File: config.mk
export PLATFORM = sky130hd
export DESIGN_NAME = debounce_fsm
export DESIGN_NICKNAME = d
export VERILOG_FILES = /design/src/rtl/debounce_fsm.sv
export SDC_FILE = /design/constraint.sdc
export NUM_CORES = 1
export LEC_CHECK = 0
export ABC_AREA = 0
export CAP_MARGIN = 15
export CORE_UTILIZATION = 52
export CTS_CLUSTER_DIAMETER = 40
export DETAILED_ROUTE_END_ITERATION = 16
export GPL_ROUTABILITY_DRIVEN = 0
export GPL_TIMING_DRIVEN = 0
export PLACE_DENSITY = 0.74
export SKIP_LAST_GASP = 1
export SLEW_MARGIN = 40
export SYNTH_ARGS = -nofsm -noshare
export SYNTH_HDL_FRONTEND = slang
export SYNTH_SLANG_ARGS = --single-unit
File: constraint.sdc
create_clock -name clk -period 2.2 [get_ports clk]
set_input_delay 0.33 -clock clk [delete_from_list [all_inputs] [get_ports clk]]
set_output_delay 0.33 -clock clk [all_outputs]
set_load 0.005 [all_outputs]
File: src/rtl/debounce_fsm.sv
// Pushbutton conditioner: 2-flop synchronizer feeding a four-state debounce FSM.
// Produces a registered debounced level plus one-cycle press/release pulses.
module debounce_fsm #(
   parameter int   DEBOUNCE_CYCLES = 120000,
   parameter int   CNT_W           = 17,
   parameter logic ACTIVE_LOW      = 1'b1
) (
   input  logic clk,
   input  logic reset,
   input  logic btn_in,
   output logic btn_level,
   output logic btn_rise,
   output logic btn_fall,
   output logic busy
);

   typedef enum logic [1:0] {
      IDLE         = 2'd0,
      WAIT_PRESS   = 2'd1,
      PRESSED      = 2'd2,
      WAIT_RELEASE = 2'd3
   } state_t;

   localparam logic [CNT_W-1:0] CNT_LAST = CNT_W'(DEBOUNCE_CYCLES - 1);

   logic             sync1, sync2, s;
   state_t           state, state_nxt;
   logic [CNT_W-1:0] cnt, cnt_nxt;
   logic             level_nxt, rise_nxt, fall_nxt, busy_nxt;

   // Synchronizer idles at the released pin value so reset never looks like a press.
   always_ff @(posedge clk or posedge reset) begin
      if (reset) begin
         sync1 <= ACTIVE_LOW;
         sync2 <= ACTIVE_LOW;
      end else begin
         sync1 <= btn_in;
         sync2 <= sync1;
      end
   end

   assign s = sync2 ^ ACTIVE_LOW;

   always_ff @(posedge clk or posedge reset) begin
      if (reset) begin
         state     <= IDLE;
         cnt       <= '0;
         btn_level <= 1'b0;
         btn_rise  <= 1'b0;
         btn_fall  <= 1'b0;
         busy      <= 1'b0;
      end else begin
         state     <= state_nxt;
         cnt       <= cnt_nxt;
         btn_level <= level_nxt;
         btn_rise  <= rise_nxt;
         btn_fall  <= fall_nxt;
         busy      <= busy_nxt;
      end
   end

   always_comb begin
      state_nxt = state;
      cnt_nxt   = cnt;
      level_nxt = btn_level;
      rise_nxt  = 1'b0;
      fall_nxt  = 1'b0;
      unique case (state)
         IDLE: begin
            if (s) begin
               state_nxt = WAIT_PRESS;
               cnt_nxt   = '0;
            end
         end
         WAIT_PRESS: begin
            if (!s) begin
               state_nxt = IDLE;
               cnt_nxt   = '0;
            end else if (cnt == CNT_LAST) begin
               state_nxt = PRESSED;
               cnt_nxt   = '0;
               level_nxt = 1'b1;
               rise_nxt  = 1'b1;
            end else begin
               cnt_nxt = cnt + 1'b1;
            end
         end
         PRESSED: begin
            if (!s) begin
               state_nxt = WAIT_RELEASE;
               cnt_nxt   = '0;
            end
         end
         WAIT_RELEASE: begin
            if (s) begin
               state_nxt = PRESSED;
               cnt_nxt   = '0;
            end else if (cnt == CNT_LAST) begin
               state_nxt = IDLE;
               cnt_nxt   = '0;
               level_nxt = 1'b0;
               fall_nxt  = 1'b1;
            end else begin
               cnt_nxt = cnt + 1'b1;
            end
         end
         default: begin
            state_nxt = IDLE;
            cnt_nxt   = '0;
         end
      endcase
      // busy tracks the state being entered so it lines up with the state register.
      busy_nxt = (state_nxt == WAIT_PRESS) || (state_nxt == WAIT_RELEASE);
   end

endmodule

==> impl_metrics.yaml <==
outcome:
  status: "complete, no violations"
sta:
  worst-slew-pin-transition_ns: 0.756
  setup_viol: 0
  fin_crit_ns: 2.18
  fmax_mhz: 459
  max_slew_margin_pct: 49.4
  finClkSkew_ns: 0.00433
  timing_max_transition_violations_final: 0
  period_share_pct: 99.0
  rsz0062_at_grt: "false"
  finalHoldViolCount: 0
detailed_routing:
  drcViolationCount: 0
  vias: 1073
  viasPerCell: 6.27
  ant_nets: 0
  totalWireLength_um: 2630
  drt_iter0_drc: 45
  first_pass_iters: 4
  wl_per_cell_um: 15.4
pwr:
  powerDensity_nw_per_um2: 494
  p_leak_nw: 0.611
  ir_worst_vdd_uv: 367
clock_network:
  clk_path_buf_depth: 2
  clk_pin_slew_ns: 0.14
  cts-root-buf: "clkbuf_4"
  cts_tree: "built"
  cts.sinks: 25
  insertion_delay_ns: 0.32
  cts.htree.levels: 1
  cts-buffers-inserted: 3
finish:
  num_antenna_cells: 0
  final_cell_area_sq_um: 1470
  fin_util_pct: 65.1
  final_nets: 148
  drive_gt1_share_pct: 20.3
  area_delta_synth_final_pct: 16.8
  final_cells: 171
yosys:
  postSynthCellCount: 128
  yosys-top-cells-count: "23 x dfrtp_1, 12 x o21ai_0, 9 x nand2_1"
  synth_most_common_cell: "dfrtp_1"
  yosys.area.top_type: "dfrtp_1"
  syn-cell-area_sq_um: 1260
  yosys-top-cells-area: "dfrtp_1 46%, o21ai_0 4.8%, dfstp_2 4.2%"
  yosysSeqAreaShare_pct: 50.0
  synth_flop_cell: "dfrtp_1"
  synth_top_area_share_pct: 45.8
  synth_cell_types: 42
  yosysWarnings: 0
  synth_edf_count: 0
  synth_nets: 132
  synth_seq_cells: 25
  async_flop_share_pct: 100
  avgSynthCellArea_sq_um: 9.82
setup_path:
  crit_path_max_fanout: 5
  rr_endpoint: "btn_level$_DFFE_PP0P_"
  reg2reg_from: "cnt[6]$_DFFE_PP0P_"
  worstPathRequired_ns: 2.47
  setup.worst_path.class: "reg -> reg"
  start_kind: "flop"
  cpPeakStageDelay_ns: 0.61
  crit_chain: "or4bb_4 -> or4_4 -> or4_4 -> nand3_2"
  crit_top_cell: "or4_4"
  end_kind: "flop"
  worstPathArrival_ns: 2.45
  r2r_cells: 4
  r2r_slack_ns: 0.02
  cp_num_buf_inv: 0
  path_delay_family: "simple AND/OR/NAND/NOR gates"
  critPathSlowestCell: "or4_4"
global_route:
  first_global_vias: 984
  grt_antenna_before_repair: 0
  grt_first_pass_wirelength_um: 4550
  grt_max_degree: 26
  grt_util_all_layers_pct: 24.1
  globalRoute.totalOverflow: 0
floorplanning:
  rows: 17
  die_h_um: 51.2
  die_area_sq_um: 2620
  core_area_sq_um: 2250
  fp.dieW_um: 51.2
  initial_core_util_pct: 55.8
  pin_count: 7
place:
  io_buffers: 6
  dpl_cell_area_sq_um: 1350
  dpl.hpwl_um: 1690
  place_inst: 162
flow_run:
  max_cap_violations: 0
min_path:
  hold_path.class: "in -> async"
flip-flops by register name (all words and copies together) (netlist names):
name / count
cnt: 17
state: 2
btn_fall: 1
btn_level: 1
btn_rise: 1
busy: 1
sync1: 1
sync2: 1
logic make-up (layout without fill, tap and decap cells):
| kind of cell | count (synthesis) | in the layout | share of synthesized area (%) |
|---|---|---|---|
| xor+xnor | 3 | 3 | 2.09 |
| fa+ha+maj | 1 | 1 | 0.995 |
| compound gates | 36 | 36 | 18.5 |
| simple gates | 53 | 53 | 24.8 |
| flops | 25 | 25 | 50.0 |
| buf+inv | 10 | 25 | 3.68 |
power breakdown:
part | switching [mW] | leakage, nW | internal (mW)
clock | 0.137 | 0.0177 | 0.0681
combinational | 0.0300 | 0.261 | 0.0153
sequential | 0.00700 | 0.333 | 0.468
total | 0.174 | 0.611 | 0.551
metrics by stage:
step	hold slack (ns)	TNS, ns	setup slack, ns	total power [mW]
floorplan	0.334	0	0.0263	0.510
global placement	0.348	-1.67	-0.193	0.524
detailed placement	0.348	-2.01	-0.222	0.527
CTS	0.369	-0.0150	-0.0111	0.729
global route	0.371	0	0.00118	0.754
finish	0.343	0	0.0219	0.726
cell type report:
cell class                 count  area (sq um)
tap                           28          35.0
fill                         188           786
inverter                       7          26.3
multi-input combinational     93           633
timing repair buffer          13           113
clock inverter                 1          5.00
clock buffer                   3          22.5
sequential                    25           631
buffer                         1          3.75
worst max-delay path by stage:
stage / slack (ns) / endpoint / cells after the start / from
4_1_cts: -0.01 / btn_rise$_DFF_PP0_ / 5 / cnt[13]$_DFFE_PP0P_
2_1_floorplan: 0.03 / btn_level$_DFFE_PP0P_ / 6 / cnt[8]$_DFFE_PP0P_
3_3_place_gp: -0.19 / cnt[8]$_DFFE_PP0P_ / 6 / cnt[8]$_DFFE_PP0P_
3_5_place_dp: -0.22 / cnt[14]$_DFFE_PP0P_ / 5 / cnt[9]$_DFFE_PP0P_
5_1_grt: 0.001 / btn_level$_DFFE_PP0P_ / 4 / cnt[6]$_DFFE_PP0P_
6_report: 0.02 / btn_level$_DFFE_PP0P_ / 4 / cnt[6]$_DFFE_PP0P_
metal layers:
| layer | global-route usage [%] | up-vias | wire, um |
|---|---|---|---|
| met5 | 0 | - | 0 |
| met4 | 15.3 | 0 | 100 |
| met3 | 2.98 | 12 | 89 |
| met2 | 37.3 | 38 | 1240 |
| met1 | 31.8 | 507 | 1200 |
| li1 | - | 516 | - |
timing repair:
item                       CTS  global route
pin swaps                    3             1
setup endpoints to repair   17             9
setup buffers                7             0
hold buffers                 0             0
gates cloned                 0             0
resized for setup           10             4
placed cells by master (no fill, tap or decap), types with 2 or more instances in the layout:
cell | Yosys | layout
clkbuf_4 | 0 | 3
o2bb2ai_1 | 3 | 3
dfrtp_1 | 23 | 21
o211ai_1 | 2 | 2
o21ai_0 | 12 | 12
o31ai_1 | 2 | 2
and4_1 | 2 | 2
nor2_1 | 5 | 5
nand4_1 | 5 | 5
buf_4 | 0 | 7
nand3_1 | 8 | 7
dfrtp_2 | 0 | 2
nor3_1 | 3 | 3
dfstp_2 | 2 | 2
clkdlybuf4s50_1 | 0 | 6
or4_4 | 1 | 2
a21oi_1 | 7 | 6
inv_2 | 0 | 2
inv_1 | 7 | 5
a31oi_1 | 2 | 2
and2_1 | 3 | 3
or3_1 | 5 | 5
nand2_1 | 9 | 9
xor2_1 | 2 | 2
worst reg2reg max path, stage by stage, from the launching register on:
cell	delay [ns]
dfrtp_1	0.42
or4bb_4	0.58
or4_4	0.61
or4_4	0.45
nand3_2	0.07
No activity file was read; power rests on OpenSTA's default activity.
